[config.mk]
export PLATFORM = sky130hd
export DESIGN_NAME = adc_serial_capture
export DESIGN_NICKNAME = d
export VERILOG_FILES = /design/src/rtl/adc_serial_capture.sv
export SDC_FILE = /design/constraint.sdc
export NUM_CORES = 1
export LEC_CHECK = 0
export BUFFER_PORTS_ARGS = -buffer_cell sky130_fd_sc_hd__buf_2
export CAP_MARGIN = 30
export CELL_PAD_IN_SITES_DETAIL_PLACEMENT = 0
export CELL_PAD_IN_SITES_GLOBAL_PLACEMENT = 2
export CORE_MARGIN = 2
export CORE_UTILIZATION = 38
export DETAILED_ROUTE_END_ITERATION = 8
export HOLD_SLACK_MARGIN = 0.12
export PLACE_DENSITY_LB_ADDON = 0.1
export SLEW_MARGIN = 40
export SYNTH_ARGS = -nofsm -noshare
export SYNTH_HDL_FRONTEND = slang
export SYNTH_SLANG_ARGS = --single-unit
[constraint.sdc]
create_clock -name CLOCK_50 -period 5.53 [get_ports CLOCK_50]
set_input_delay 1.659 -clock CLOCK_50 [delete_from_list [all_inputs] [get_ports CLOCK_50]]
set_output_delay 1.659 -clock CLOCK_50 [all_outputs]
set_load 0.05 [all_outputs]
[src/rtl/adc_serial_capture.sv]
// Serial-ADC capture front end: generates SCLK/CS_n, shifts in one frame per cycle of
// operation and presents each sample on a one-deep valid/ready register.
module adc_serial_capture #(
  parameter int HALF_DIV    = 2,
  parameter int LEAD_BITS   = 4,
  parameter int SAMPLE_BITS = 12,
  parameter int QUIET_CYC   = 4
) (
  input  logic                   CLOCK_50,
  input  logic                   resetn,
  input  logic                   capture_en,
  input  logic                   adc_sdo,
  output logic                   adc_sclk,
  output logic                   adc_cs_n,
  output logic [SAMPLE_BITS-1:0] sample_data,
  output logic                   sample_valid,
  input  logic                   sample_ready,
  output logic                   overrun,
  input  logic                   clr_overrun,
  output logic [15:0]            frame_count
);

  // state   | meaning
  // S_IDLE  | cs_n high, sclk high, waiting for capture_en
  // S_SETUP | cs_n low, one half-period before the first SCLK falling edge
  // S_SHIFT | SCLK toggles each tick, sdo sampled on rising edges
  // S_QUIET | cs_n high for QUIET_CYC cycles between frames

  localparam int               FRAME      = LEAD_BITS + SAMPLE_BITS;
  localparam int               BW         = $clog2(FRAME + 1);
  localparam logic [7:0]       DIV_LOAD   = 8'(HALF_DIV - 1);
  localparam logic [7:0]       QUIET_LOAD = 8'(QUIET_CYC - 1);
  localparam logic [BW-1:0]    LAST_BIT   = BW'(FRAME - 1);

  typedef enum logic [1:0] {S_IDLE, S_SETUP, S_SHIFT, S_QUIET} state_t;

  state_t                 r_state;
  state_t                 w_state_nxt;
  logic [7:0]             r_div;
  logic [7:0]             r_quiet;
  logic [BW-1:0]          r_bit;
  logic [SAMPLE_BITS-1:0] r_shift;
  logic                   r_sclk;
  logic                   r_done;
  logic                   r_valid;
  logic                   r_overrun;
  logic [SAMPLE_BITS-1:0] r_data;
  logic [15:0]            r_frame_cnt;
  logic                   w_cs_n;
  logic                   w_running;
  logic                   w_tick;
  logic                   w_rise;
  logic                   w_last_rise;
  logic                   w_load;

  assign w_running   = (r_state == S_SETUP) || (r_state == S_SHIFT);
  assign w_tick      = w_running && (r_div == 8'd0);
  assign w_rise      = (r_state == S_SHIFT) && w_tick && !r_sclk;
  assign w_last_rise = w_rise && (r_bit == LAST_BIT);
  assign w_load      = !r_valid || sample_ready;

  always_comb begin
    w_state_nxt = r_state;
    w_cs_n      = 1'b1;
    case (r_state)
      S_IDLE:  if (capture_en) w_state_nxt = S_SETUP;
      S_SETUP: begin
        w_cs_n = 1'b0;
        if (w_tick) w_state_nxt = S_SHIFT;
      end
      S_SHIFT: begin
        w_cs_n = 1'b0;
        if (w_last_rise) w_state_nxt = S_QUIET;
      end
      S_QUIET: if (r_quiet == 8'd0) w_state_nxt = capture_en ? S_SETUP : S_IDLE;
      default: w_state_nxt = S_IDLE;
    endcase
  end

  always_ff @(posedge CLOCK_50) begin
    if (!resetn) r_state <= S_IDLE;
    else         r_state <= w_state_nxt;
  end

  // Divider reloads on entry to SETUP and on every tick; parked at zero otherwise.
  always_ff @(posedge CLOCK_50) begin
    if (!resetn) begin
      r_div <= 8'd0;
    end else if (w_state_nxt == S_SETUP || w_state_nxt == S_SHIFT) begin
      if (!w_running || w_tick) r_div <= DIV_LOAD;
      else                      r_div <= r_div - 8'd1;
    end else begin
      r_div <= 8'd0;
    end
  end

  always_ff @(posedge CLOCK_50) begin
    if (!resetn)                r_quiet <= 8'd0;
    else if (r_state != S_QUIET) r_quiet <= QUIET_LOAD;
    else if (r_quiet != 8'd0)    r_quiet <= r_quiet - 8'd1;
  end

  // Lead bits pass through the top of the shift register and fall off the end.
  always_ff @(posedge CLOCK_50) begin
    if (!resetn) begin
      r_sclk  <= 1'b1;
      r_bit   <= '0;
      r_shift <= '0;
      r_done  <= 1'b0;
    end else begin
      r_done <= w_last_rise;
      if (r_state != S_SHIFT) begin
        r_sclk <= 1'b1;
        r_bit  <= '0;
      end else if (w_tick) begin
        r_sclk <= ~r_sclk;
        if (!r_sclk) begin
          r_shift <= {r_shift[SAMPLE_BITS-2:0], adc_sdo};
          r_bit   <= w_last_rise ? '0 : r_bit + BW'(1);
        end
      end
    end
  end

  always_ff @(posedge CLOCK_50) begin
    if (!resetn) begin
      r_valid     <= 1'b0;
      r_data      <= '0;
      r_overrun   <= 1'b0;
      r_frame_cnt <= 16'd0;
    end else begin
      if (r_done) r_frame_cnt <= r_frame_cnt + 16'd1;
      if (r_done && w_load) begin
        r_data  <= r_shift;
        r_valid <= 1'b1;
      end else if (r_valid && sample_ready) begin
        r_valid <= 1'b0;
      end
      if (r_done && !w_load) r_overrun <= 1'b1;
      else if (clr_overrun)  r_overrun <= 1'b0;
    end
  end

  assign adc_sclk     = r_sclk;
  assign adc_cs_n     = w_cs_n;
  assign sample_data  = r_data;
  assign sample_valid = r_valid;
  assign overrun      = r_overrun;
  assign frame_count  = r_frame_cnt;

endmodule

# == After elaboration in Yosys (flattened, before gate mapping) ==
# Index checks and enable logic that the tools add are counted.
# totals
reg_bits,67
inputBits,6
output_inout_bits,32
elab_cells,73
# op_classes
add_sub_neg,4
eq_ne,8
mux,15
bitwise,4
n_reduce_logical,29
# op_table
cell,n
$add 16x1->16 const B,1
$logic_not 8->1,2
$sub 8x1->8 const B,2
$mux 2,6
$pmux 2 s4,1
$reduce_bool 8->1,1
$logic_and 1x1->1,7
$mux 1,7
$eq 2x2->1 const B,3
$reduce_bool 2->1,3
$reduce_or 2->1,3
$add 5x1->5 const B,1
$eq 5x4->1 const B,1
$mux 5,1
$eq 2x1->1 const B,2
$logic_not 1->1,4
$logic_or 1x1->1,4
$ne 2x2->1 const B,2
$not 1->1,4
$reduce_and 2->1,2
$reduce_and 3->1,1
$reduce_or 3->1,1
$logic_not 2->1,1

# == Logic depth before layout (Yosys ltp) ==
# logic_depth
ltp_word,12
ltp_mapped,8
depth_no_buf,8

# == Least setup slack after synthesis ==
# OpenSTA, ideal clock, no wires.
# synth_timing
path_kind,input-to-reg
start,input sample_ready
end,"register r_data[10], in the netlist sample_data[10]"
setup_ps,117
t_arrival_ps,2735
t_required_ps,5413
setup_slack_ps,2678
stages,5
n_path_buf,1
cell_sequence,nor2b_1 -> nand2b_1 -> buf_1 -> mux2i_1 -> nor2b_1
# synth_via
elab_chain_len,2
# synth_lines
element,line_no,text
from (decl),17,"input logic sample_ready,"
$logic_or 1x1->1,60,assign w_load = !r_valid || sample_ready;
$logic_and 1x1->1,133,if (r_done && w_load) begin
to (signal assigned),134,r_data <= r_shift;
to (decl),47,logic [SAMPLE_BITS-1:0] r_data;
# No other way between the ends.
# A chain may end at the register's enable or synchronous reset.

# == Worst setup path in the final report ==
# layout_timing
start,register r_state[1]
end,output adc_cs_n
# layout_via
elab_chain_len,3
word_cells_on_any_way,4
classes_between,2 x eq/ne; 1 x mux; 1 x reduce/logical
# layout_lines
element,line_no,text
from (decl),37,state_t r_state;
from (signal assigned),82,else r_state <= w_state_nxt;
$eq 2x1->1 / $eq 2x2->1 (equally long branches),65,case (r_state)
$reduce_or 2->1 (no line) *,-,
$mux 1 *,65,
to (decl),14,"output logic adc_cs_n,"
# Mark *: on every way between the ends. The rest lies on a longest branch, timed or not.

==> flow_metrics.env <==
export IMPL_outcome="finished clean"
export IMPL_ant_nets=0
export IMPL_placement_io_buffers=37
export IMPL_synth_cells=331
export IMPL_dr_pass1_iters=4
export IMPL_final_hold_violation_count=0
export IMPL_cts_setup_buffers=0
export IMPL_overflow=0
export IMPL_postPlaceCellArea_um2=3280
export IMPL_seq_area_frac_synth=0.444
export IMPL_seqPwrFrac=0.460
export IMPL_drc=0
export IMPL_grt_pass1_vias=2102
export IMPL_diodes=0
export IMPL_slowest_stage="dfxtp_1"
export IMPL_nets=385
export IMPL_power_density_nw_per_um2=302
export IMPL_fp_coreArea_um2=7730
export IMPL_vias=2335
export IMPL_die_w_um=93.2
export IMPL_clock_power_share=0.475
export IMPL_cts_clk_slew_worst_paths_ns=0.08
export IMPL_start_kind="register"
export IMPL_syn_nets=349
export IMPL_gp_congestion=0.705
export IMPL_holdWs_ns=0.470
export IMPL_cts_made_buffers=9
export IMPL_worstSetupPathType="reg2out"
export IMPL_viasPerCell=4.93
export IMPL_place_hpwl_um=3920
export IMPL_pre_cts_slack_ns=2.44
export IMPL_r2r_start="r_div[0]"
export IMPL_hp_start="r_shift[11]"
export IMPL_ctsResizeCount=0
export IMPL_slowest_delay_ns=0.44
export IMPL_worstPathMaxFanout=6
export IMPL_hp_class="reg2reg"
export IMPL_ios=38
export IMPL_final_area_um2=3530
export IMPL_cts_num_sinks=67
export IMPL_die_area_um2=8680
export IMPL_cp_arrival_ns=1.63
export IMPL_drt_initial_drc_count=116
export IMPL_clock_latency_ns=0.34
export IMPL_cts_path_max_buffers=2
export IMPL_slew_viol_final=0
export IMPL_max_freq_mhz=304
export IMPL_finalCriticalPeriod_ns=3.29
export IMPL_leakage_nw=1.49
export IMPL_fin_util=0.457
export IMPL_holdPathStages=2
export IMPL_die_h_um=93.2
export IMPL_fin_crit_sh=0.594
export IMPL_fillCellCount=771
export IMPL_crit_start="r_state[1]"
export IMPL_setup_viol=0
export IMPL_worstPathRequired_ns=3.87
export IMPL_switching_power_mw=0.247
export IMPL_rsz0062_at_grt="no"
export IMPL_sw_frac_of_total=0.232
export IMPL_hold_buffers=0
export IMPL_ir_drop_mv=0.0958
export IMPL_dp_cells=458
export IMPL_synth_seq_cells=67
export IMPL_rows=32
export IMPL_cap_viol_max_count=0
export IMPL_grt_usage=0.142
export IMPL_synth_area_per_cell_um2=9.13
export IMPL_cpMostUsedCell="inv_1"
export IMPL_setup_ws_ns=2.24
export IMPL_slew_headroom=0.482
export IMPL_wirelength_um=5890
export IMPL_grt_pass1_wl_um=9830
export IMPL_wl_per_cell_um=12.4
export IMPL_fin_setup_tns_ns=0
export IMPL_cts_root_buf="clkbuf_8"
export IMPL_h_tree_depth=3
export IMPL_netlist_area_um2=3020
export IMPL_yosys_warnings=0
export IMPL_grt_start_max_net_pins=54
export IMPL_cellInternalPower_mw=0.819
export IMPL_final_layout_size_suffix_gt1_frac=0.151
export IMPL_areaGrowthSynthToFinish_pct=16.9
export IMPL_start_util=0.391
export IMPL_path_cells="inv_1 > ha_1 > inv_1 > buf_2"
export IMPL_r2r_cells=7
export IMPL_finalPower_mw=1.07
export IMPL_crit_path_end_kind="output port"
export IMPL_cts_tree="yes"
export IMPL_tightest_slew_ns=0.776
export IMPL_comb_power_share=0.065
export IMPL_antenna_found_initial=0
export IMPL_synth_cell_types=38
export IMPL_fin_cells=474
export IMPL_fin_worst_skew_ns=0.00739
==> placed cells by master (no fill, tap or decap), types with 7 or more instances in the layout <==
master     n
dfxtp_1   67
nand2_1   44
buf_2     36
a21boi_0  21
nor2_1    17
nor2b_1   16
xnor2_1   14
mux2i_1   13
and2_1    12
ha_1      12
o21ai_0   10
and3_1     9
a21oi_1    9
clkbuf_8   9
inv_1      8
xor2_1     7
nand4_1    7
or3_1      7
==> critical path: cells and delay by family, from the launching register on <==
kind | cells | cell delay [ns]
buf+inv | 3 | 0.55
flops | 1 | 0.44
fa+ha+maj | 1 | 0.31
==> power groups by stage <==
stage          logic, mW  clock network, mW  registers, mW
2_1_floorplan     0.0545                  0          0.501
3_3_place_gp      0.0708                  0          0.502
3_5_place_dp      0.0699                  0          0.502
4_1_cts           0.0702              0.520          0.490
5_1_grt           0.0772              0.546          0.491
6_report          0.0695              0.506          0.490
==> final cells by class <==
type / count / area, µm² / share of cell area
Multi-Input combinational cell: 244 / 1600 / 0.453
Sequential cell: 67 / 1340 / 0.380
Timing Repair Buffer: 37 / 188 / 0.0531
Tap cell: 102 / 128 / 0.0361
Clock buffer: 9 / 124 / 0.0351
Clock inverter: 7 / 124 / 0.0351
Inverter: 8 / 30.0 / 0.00850
==> logic make-up after synthesis <==
kind of cell / Yosys count / share of synthesized area
DFF: 67 / 0.444
AOI/OAI and AO/OA: 52 / 0.113
muxes: 13 / 0.0430
xor gates and xnor gates: 21 / 0.0608
buffers and inverters: 20 / 0.0273
adders and majority gates: 12 / 0.0497
and+or+nand+nor: 146 / 0.262
==> metal layers <==
metal,vias to the layer above,part of all wire,track usage
met2,45,0.43,0.219
li1,1223,-,-
met4,0,0.0081,0.0478
met5,-,0,0
met1,1060,0.51,0.186
met3,7,0.045,0.0516
==> synth_stat cells <==
cell | count | area (µm²)
nor2_1 | 17 | 63.8
o21a_1 | 3 | 22.5
and4b_1 | 2 | 20.0
nand4_1 | 7 | 43.8
and2_1 | 12 | 75.1
nor2b_1 | 16 | 100
or4_4 | 2 | 22.5
clkbuf_1 | 10 | 37.5
xor2_1 | 7 | 61.3
nor4bb_1 | 2 | 20.0
o21bai_1 | 1 | 7.51
xnor2_1 | 14 | 123
nor3_1 | 4 | 20.0
mux2i_1 | 13 | 130
or4_1 | 3 | 22.5
a21oi_1 | 9 | 45.0
a311oi_1 | 1 | 8.76
a22oi_1 | 1 | 7.51
inv_1 | 8 | 30.0
nand2b_1 | 2 | 12.5
or3b_2 | 1 | 8.76
o21ai_0 | 10 | 50.1
or4b_1 | 1 | 10.0
nand3_1 | 6 | 30.0
a31oi_1 | 2 | 12.5
and4_1 | 2 | 17.5
ha_1 | 12 | 150
nor4_1 | 6 | 37.5
nand2_1 | 44 | 165
or3_1 | 7 | 43.8
dfxtp_1 | 67 | 1340
buf_6 | 1 | 11.3
nor3b_1 | 3 | 22.5
and3_1 | 9 | 56.3
a21boi_0 | 21 | 158
o311ai_0 | 1 | 8.76
buf_1 | 1 | 3.75
o31ai_1 | 3 | 22.5
==> flip-flops by register name, summed over array words and instances (netlist names) <==
signal	flops
r_shift	12
r_bit	5
sample_data	12
r_quiet	8
sample_valid	1
r_state	2
adc_sclk	1
overrun	1
r_div	8
frame_count	16
r_done	1
==> final timing paths <==
path                               endpoint  slack, ns
worst max-delay path               adc_cs_n       2.24
worst min-delay path            r_shift[11]       0.47
worst max register to register     r_div[1]       3.06
worst min register to register  r_shift[11]       0.47
Power figures use the tool's default switching activity.
